===== src/rtl/seven_seg_capture.sv =====
// Passive readback monitor for a multiplexed, active-low 7-segment display bus.
// Waits for {an, seg} to settle, decodes the lit digit back to BCD and stores it per position.
//
// state   | meaning
// --------+-----------------------------------------------------------
// ST_IDLE | anodes not one-hot-low (blanked or overlapping), no capture
// ST_WAIT | one digit lit, counting stable cycles toward a capture
// ST_DONE | captured this stable period, waiting for the bus to change
module seven_seg_capture #(
   parameter int N_DIG  = 4,
   parameter int SETTLE = 8
) (
   input  logic               clk,
   input  logic               reset,
   input  logic [N_DIG-1:0]   an,
   input  logic [6:0]         seg,
   output logic [4*N_DIG-1:0] digits,
   output logic [N_DIG-1:0]   digit_valid,
   output logic               frame_valid,
   output logic               err,
   output logic [7:0]         err_count
);

   typedef enum logic [1:0] {ST_IDLE, ST_WAIT, ST_DONE} state_t;

   localparam logic [7:0]       CNT_MAX = 8'(SETTLE - 1);
   localparam logic [N_DIG-1:0] ONE     = N_DIG'(1);

   state_t             state, state_n;
   logic [N_DIG-1:0]   an_q, an_low, seen, seen_n, valid_n;
   logic [6:0]         seg_q;
   logic [7:0]         cnt, cnt_n, err_count_n;
   logic               change, one_hot, capture;
   logic               is_digit, is_blank, frame_n, err_n;
   logic [3:0]         dec_val;
   logic [4*N_DIG-1:0] digits_n;

   always_comb begin
      is_digit = 1'b1;
      is_blank = 1'b0;
      dec_val  = 4'd0;
      case (seg)
         7'b1000000: dec_val = 4'd0;
         7'b1111001: dec_val = 4'd1;
         7'b0100100: dec_val = 4'd2;
         7'b0110000: dec_val = 4'd3;
         7'b0011001: dec_val = 4'd4;
         7'b0010010: dec_val = 4'd5;
         7'b0000010: dec_val = 4'd6;
         7'b1111000: dec_val = 4'd7;
         7'b0000000: dec_val = 4'd8;
         7'b0010000: dec_val = 4'd9;
         7'b1111111: begin
            is_digit = 1'b0;
            is_blank = 1'b1;
         end
         default:    is_digit = 1'b0;
      endcase
   end

   // cnt_n is this cycle's stability count: 0 on the cycle of a change.
   always_comb begin
      an_low  = ~an;
      change  = ({an, seg} != {an_q, seg_q});
      one_hot = (an_low != '0) && ((an_low & (an_low - ONE)) == '0);

      if (change)
         cnt_n = 8'd0;
      else if (cnt == CNT_MAX)
         cnt_n = cnt;
      else
         cnt_n = cnt + 8'd1;

      state_n = state;
      capture = 1'b0;
      case (state)
         ST_IDLE: begin
            if (one_hot) state_n = ST_WAIT;
         end
         ST_WAIT: begin
            if (change) begin
               state_n = one_hot ? ST_WAIT : ST_IDLE;
            end else if (cnt_n == CNT_MAX) begin
               capture = 1'b1;
               state_n = ST_DONE;
            end
         end
         ST_DONE: begin
            if (change) state_n = one_hot ? ST_WAIT : ST_IDLE;
         end
         default: state_n = ST_IDLE;
      endcase
   end

   always_comb begin
      digits_n    = digits;
      valid_n     = digit_valid;
      seen_n      = seen;
      frame_n     = 1'b0;
      err_n       = 1'b0;
      err_count_n = err_count;
      if (capture) begin
         if (is_digit || is_blank) begin
            for (int i = 0; i < N_DIG; i++) begin
               if (an_low[i]) begin
                  if (is_digit) digits_n[4*i +: 4] = dec_val;
                  valid_n[i] = is_digit;
               end
            end
            seen_n = seen | an_low;
            if (&seen_n) begin
               frame_n = 1'b1;
               seen_n  = '0;
            end
         end else begin
            err_n = 1'b1;
            if (err_count != 8'hFF) err_count_n = err_count + 8'd1;
         end
      end
   end

   // an_q/seg_q reset to all-ones so the first lit digit after reset is a change.
   always_ff @(posedge clk) begin
      if (reset) begin
         an_q        <= '1;
         seg_q       <= '1;
         cnt         <= 8'd0;
         state       <= ST_IDLE;
         seen        <= '0;
         digits      <= '0;
         digit_valid <= '0;
         frame_valid <= 1'b0;
         err         <= 1'b0;
         err_count   <= 8'd0;
      end else begin
         an_q        <= an;
         seg_q       <= seg;
         cnt         <= cnt_n;
         state       <= state_n;
         seen        <= seen_n;
         digits      <= digits_n;
         digit_valid <= valid_n;
         frame_valid <= frame_n;
         err         <= err_n;
         err_count   <= err_count_n;
      end
   end

endmodule


===== config.mk =====
export PLATFORM = sky130hd
export DESIGN_NAME = seven_seg_capture
export DESIGN_NICKNAME = d
export VERILOG_FILES = /design/src/rtl/seven_seg_capture.sv
export SDC_FILE = /design/constraint.sdc
export NUM_CORES = 1
export LEC_CHECK = 0
export CORE_MARGIN = 5
export CORE_UTILIZATION = 53
export DETAILED_ROUTE_END_ITERATION = 16
export GPL_ROUTABILITY_DRIVEN = 1
export PLACE_DENSITY_LB_ADDON = 0.25
export SYNTH_ARGS = -nofsm -noshare
export SYNTH_HDL_FRONTEND = slang
export SYNTH_SLANG_ARGS = --single-unit

===== constraint.sdc =====
create_clock -name clk -period 3.1 [get_ports clk]
set_clock_uncertainty 0.1 [all_clocks]
set_input_delay 0.62 -clock clk [delete_from_list [all_inputs] [get_ports clk]]
set_output_delay 0.62 -clock clk [all_outputs]
set_load 0.02 [all_outputs]

==> results.py <==
metrics = {
    "status": {
        "status": "completed",
    },
    "clock_tree": {
        "numCtsBuffers": 5,
        "cts_tree": "done",
        "post-cts-setup-buffers": 0,
        "cts_resized": 0,
        "cts_sinks": 55,
        "hold_buffers": 0,
        "cts.reportedPaths.clkPinSlew_ns": 0.09,
        "insertion_delay_ns": 0.31,
        "cts_max_level": 2,
        "clockBufferDepth": 2,
        "root_buffer": "clkbuf_8",
    },
    "min_path": {
        "min-delay-start": "digits[13]",
        "hold_class": "reg -> reg",
        "min_path_cells": 2,
        "whs_endpoint": "digits[13]",
    },
    "logic_synthesis": {
        "ys_seq_area_share_pct": 40.44,
        "yosysUniqueCellTypes": 55,
        "synth-edff-count": 0,
        "synth_top_area_share_pct": 40.44,
        "synthesis.nets": 318,
        "ys_seq_elements": 55,
        "yosys_warnings": 0,
        "synth_area_um2": 2723,
        "syn-instance-count": 303,
        "async_flop_share_pct": 0,
        "synth_area_leaders": "dfxtp_1 (40%), xnor2_1 (5.5%), mux2i_1 (3.7%)",
        "avgSynthCellArea_um2": 8.986,
        "yosysTopAreaCell": "dfxtp_1",
        "synthFlopType": "dfxtp_1",
    },
    "global_route": {
        "antenna_found_initial": 0,
        "grt-busiest-layer": "met2",
        "grt_overflow_total": 0,
        "grt_util_met2_pct": 33.55,
        "grt_pass1_vias": 2271,
        "grt.total_usage_pct": 20.39,
        "grt_start_max_net_pins": 28,
        "use_met1_pct": 27.38,
        "grt_use_met3_pct": 4.167,
        "grt_pass1_wl_mm": 10.72,
    },
    "sta": {
        "grt_setup_unrepaired": "false",
        "min_period_ns": 2.800,
        "max_freq_mhz": 357.1,
        "finalWorstSetupSlack_ns": 0.2997,
        "slew_viol_final": 0,
        "finalSetupViolCount": 0,
        "worstMarginPinSlew_ns": 0.7561,
        "hold_violations": 0,
        "fin_crit_sh_pct": 90.33,
        "slew_headroom_pct": 49.54,
        "final.setup.tns_ns": 0,
    },
    "power_and_ir_drop": {
        "worst_ir_drop_vdd_v": 0.0003273,
        "finalPower_mw": 1.317,
        "p_per_area_nw_per_um2": 385.6,
        "leakagePower_nw": 1.200,
    },
    "critical_path": {
        "reg2reg_depth": 8,
        "r2r-end": "digits[10]",
        "cp.arrival_ns": 2.94,
        "crit_path_start_kind": "input port",
        "required_ns": 3.24,
        "critPathKind": "in -> reg",
        "end_kind": "flip-flop",
        "reg2reg_from": "cnt[0]",
        "worstPathMaxFanout": 10,
        "reg2reg_slack_ns": 0.36,
    },
    "layout": {
        "drive_gt1_share_pct": 15.01,
        "diodes": 0,
        "nets": 367,
        "final_cell_area_um2": 3416,
        "fillers": 434,
        "syn_to_final_growth_pct": 25.46,
    },
    "route": {
        "dr.pass1.iters": 4,
        "detail_route.wirelength_mm": 6.308,
        "num_vias": 2387,
        "avgViaCountPerCell": 5.643,
        "drtAntennaViolNets": 0,
        "drt-initial-drc-count": 103,
        "routedWlPerCell_um": 14.91,
        "route.detailed.drc": 0,
    },
    "floorplanning": {
        "die_height_um": 81.67,
        "start_util_pct": 54.00,
        "io_pins": 43,
        "die_area_um2": 6670,
        "core_region_area_um2": 5042,
        "rows": 26,
        "die_w_um": 81.67,
    },
    "flow_run": {
        "cap_violations": 0,
    },
    "placement": {
        "pre_cts_ws_ns": 0.02642,
        "gp_congestion": 0.8105,
        "hpwlAfterDp_mm": 4.669,
        "numPortBuffers": 42,
        "placed_area_um2": 3298,
    },
}
==> through the flow <==
step	hold WS, ns	utilization, %	instances
2_1_floorplan	0.3406	-	303
3_3_place_gp	0.3414	65.41	415
3_5_place_dp	0.3473	65.41	415
4_1_cts	0.3611	67.74	423
5_1_grt	0.3789	67.74	423
6_report	0.3571	67.74	423
==> registers in the layout (all words and copies together), names as in the netlist <==
register	flops
an_q	4
err_count	8
cnt	8
err	1
frame_valid	1
state	2
seg_q	7
seen	4
digit_valid	4
digits	16
==> cell usage in the layout (no fill, tap or decap), types with 5 or more instances in the layout <==
cell / n
and3_1: 5
xnor2_1: 17
clkdlybuf4s50_1: 42
nor2_1: 15
mux2i_1: 10
nand2_1: 23
buf_4: 22
o31ai_1: 11
clkbuf_8: 6
or3_1: 6
inv_1: 10
or2_2: 9
a21oi_1: 14
nor3_1: 12
o21a_1: 6
nand3_1: 16
dfxtp_1: 55
==> worst max path at each step <==
| stage | start | to | slack, ns | depth (start not counted) |
|---|---|---|---|---|
| after global placement | seg[5] | err_count[5] | 0.05 | 8 |
| after detailed placement | seg[2] | digits[1] | 0.03 | 8 |
| after CTS | seg[2] | digits[1] | 0.30 | 8 |
| after global routing | seg[4] | digits[10] | 0.11 | 8 |
| after floorplan | an[3] | err_count[4] | 0.52 | 9 |
| final | seg[2] | digits[1] | 0.30 | 8 |
==> kinds of logic (layout without fill, tap and decap cells) <==
group / Yosys count / count (layout) / share of synthesized area (%)
AO/OA/AOI/OAI: 57 / 57 / 15.58
XOR/XNOR: 21 / 21 / 6.755
adder cells (fa/ha/maj): 3 / 3 / 1.287
buffers and inverters: 32 / 82 / 4.963
flip-flops: 55 / 55 / 40.44
multiplexers: 12 / 12 / 4.504
AND/OR/NAND/NOR: 123 / 123 / 26.47
==> critical path, stage by stage <==
cell and delay [ns]:
clkdlybuf4s50_1 0.43, buf_4 0.19, nor4bb_1 0.14, o31a_1 0.32, a41oi_1 0.37, and2_1 0.39
or3_1 0.27, mux2i_1 0.20
==> report_power, final <==
group / leakage (nW) / switching [mW] / internal (mW)
Sequential: 0.446 / 0.00421 / 0.714
Clock: 0.0612 / 0.224 / 0.261
Combinational: 0.693 / 0.0614 / 0.0520
==> per-layer routing <==
metal  wire length, µm  part of all wire (%)  vias to the layer above
met2              3042                    48                       57
met3               319                   5.1                        7
li1                  -                     -                     1186
met5                 0                     0                        -
met4                57                  0.90                        0
met1              2890                    46                     1137
==> layout make-up <==
type | count | area (µm²) | area share [%]
clock buffers | 6 | 82.58 | 2.418
multi-input cells | 216 | 1486 | 43.52
flip-flops and latches | 55 | 1101 | 32.23
inverters | 10 | 37.54 | 1.099
clock inverters | 2 | 35.03 | 1.026
repair buffers | 64 | 585.6 | 17.14
well taps | 70 | 87.58 | 2.564
==> cell usage after synthesis (3+ instances only) <==
library cell,n
o31ai_1,11
or3_1,6
xnor2_1,17
dfxtp_1,55
o21ai_0,4
or2_2,9
o21a_1,6
inv_1,10
or4_1,4
nor2_1,15
a21oi_1,14
nor2b_1,4
mux2i_1,10
nand2b_1,3
nor3b_1,3
nand2_1,23
buf_2,9
o31a_1,3
o311ai_0,4
nand3_1,16
nand4_1,4
xor2_1,4
and3_1,5
clkbuf_1,11
nor3_2,4
nor3_1,12
Note: power is estimated with default switching activity, not from simulation.
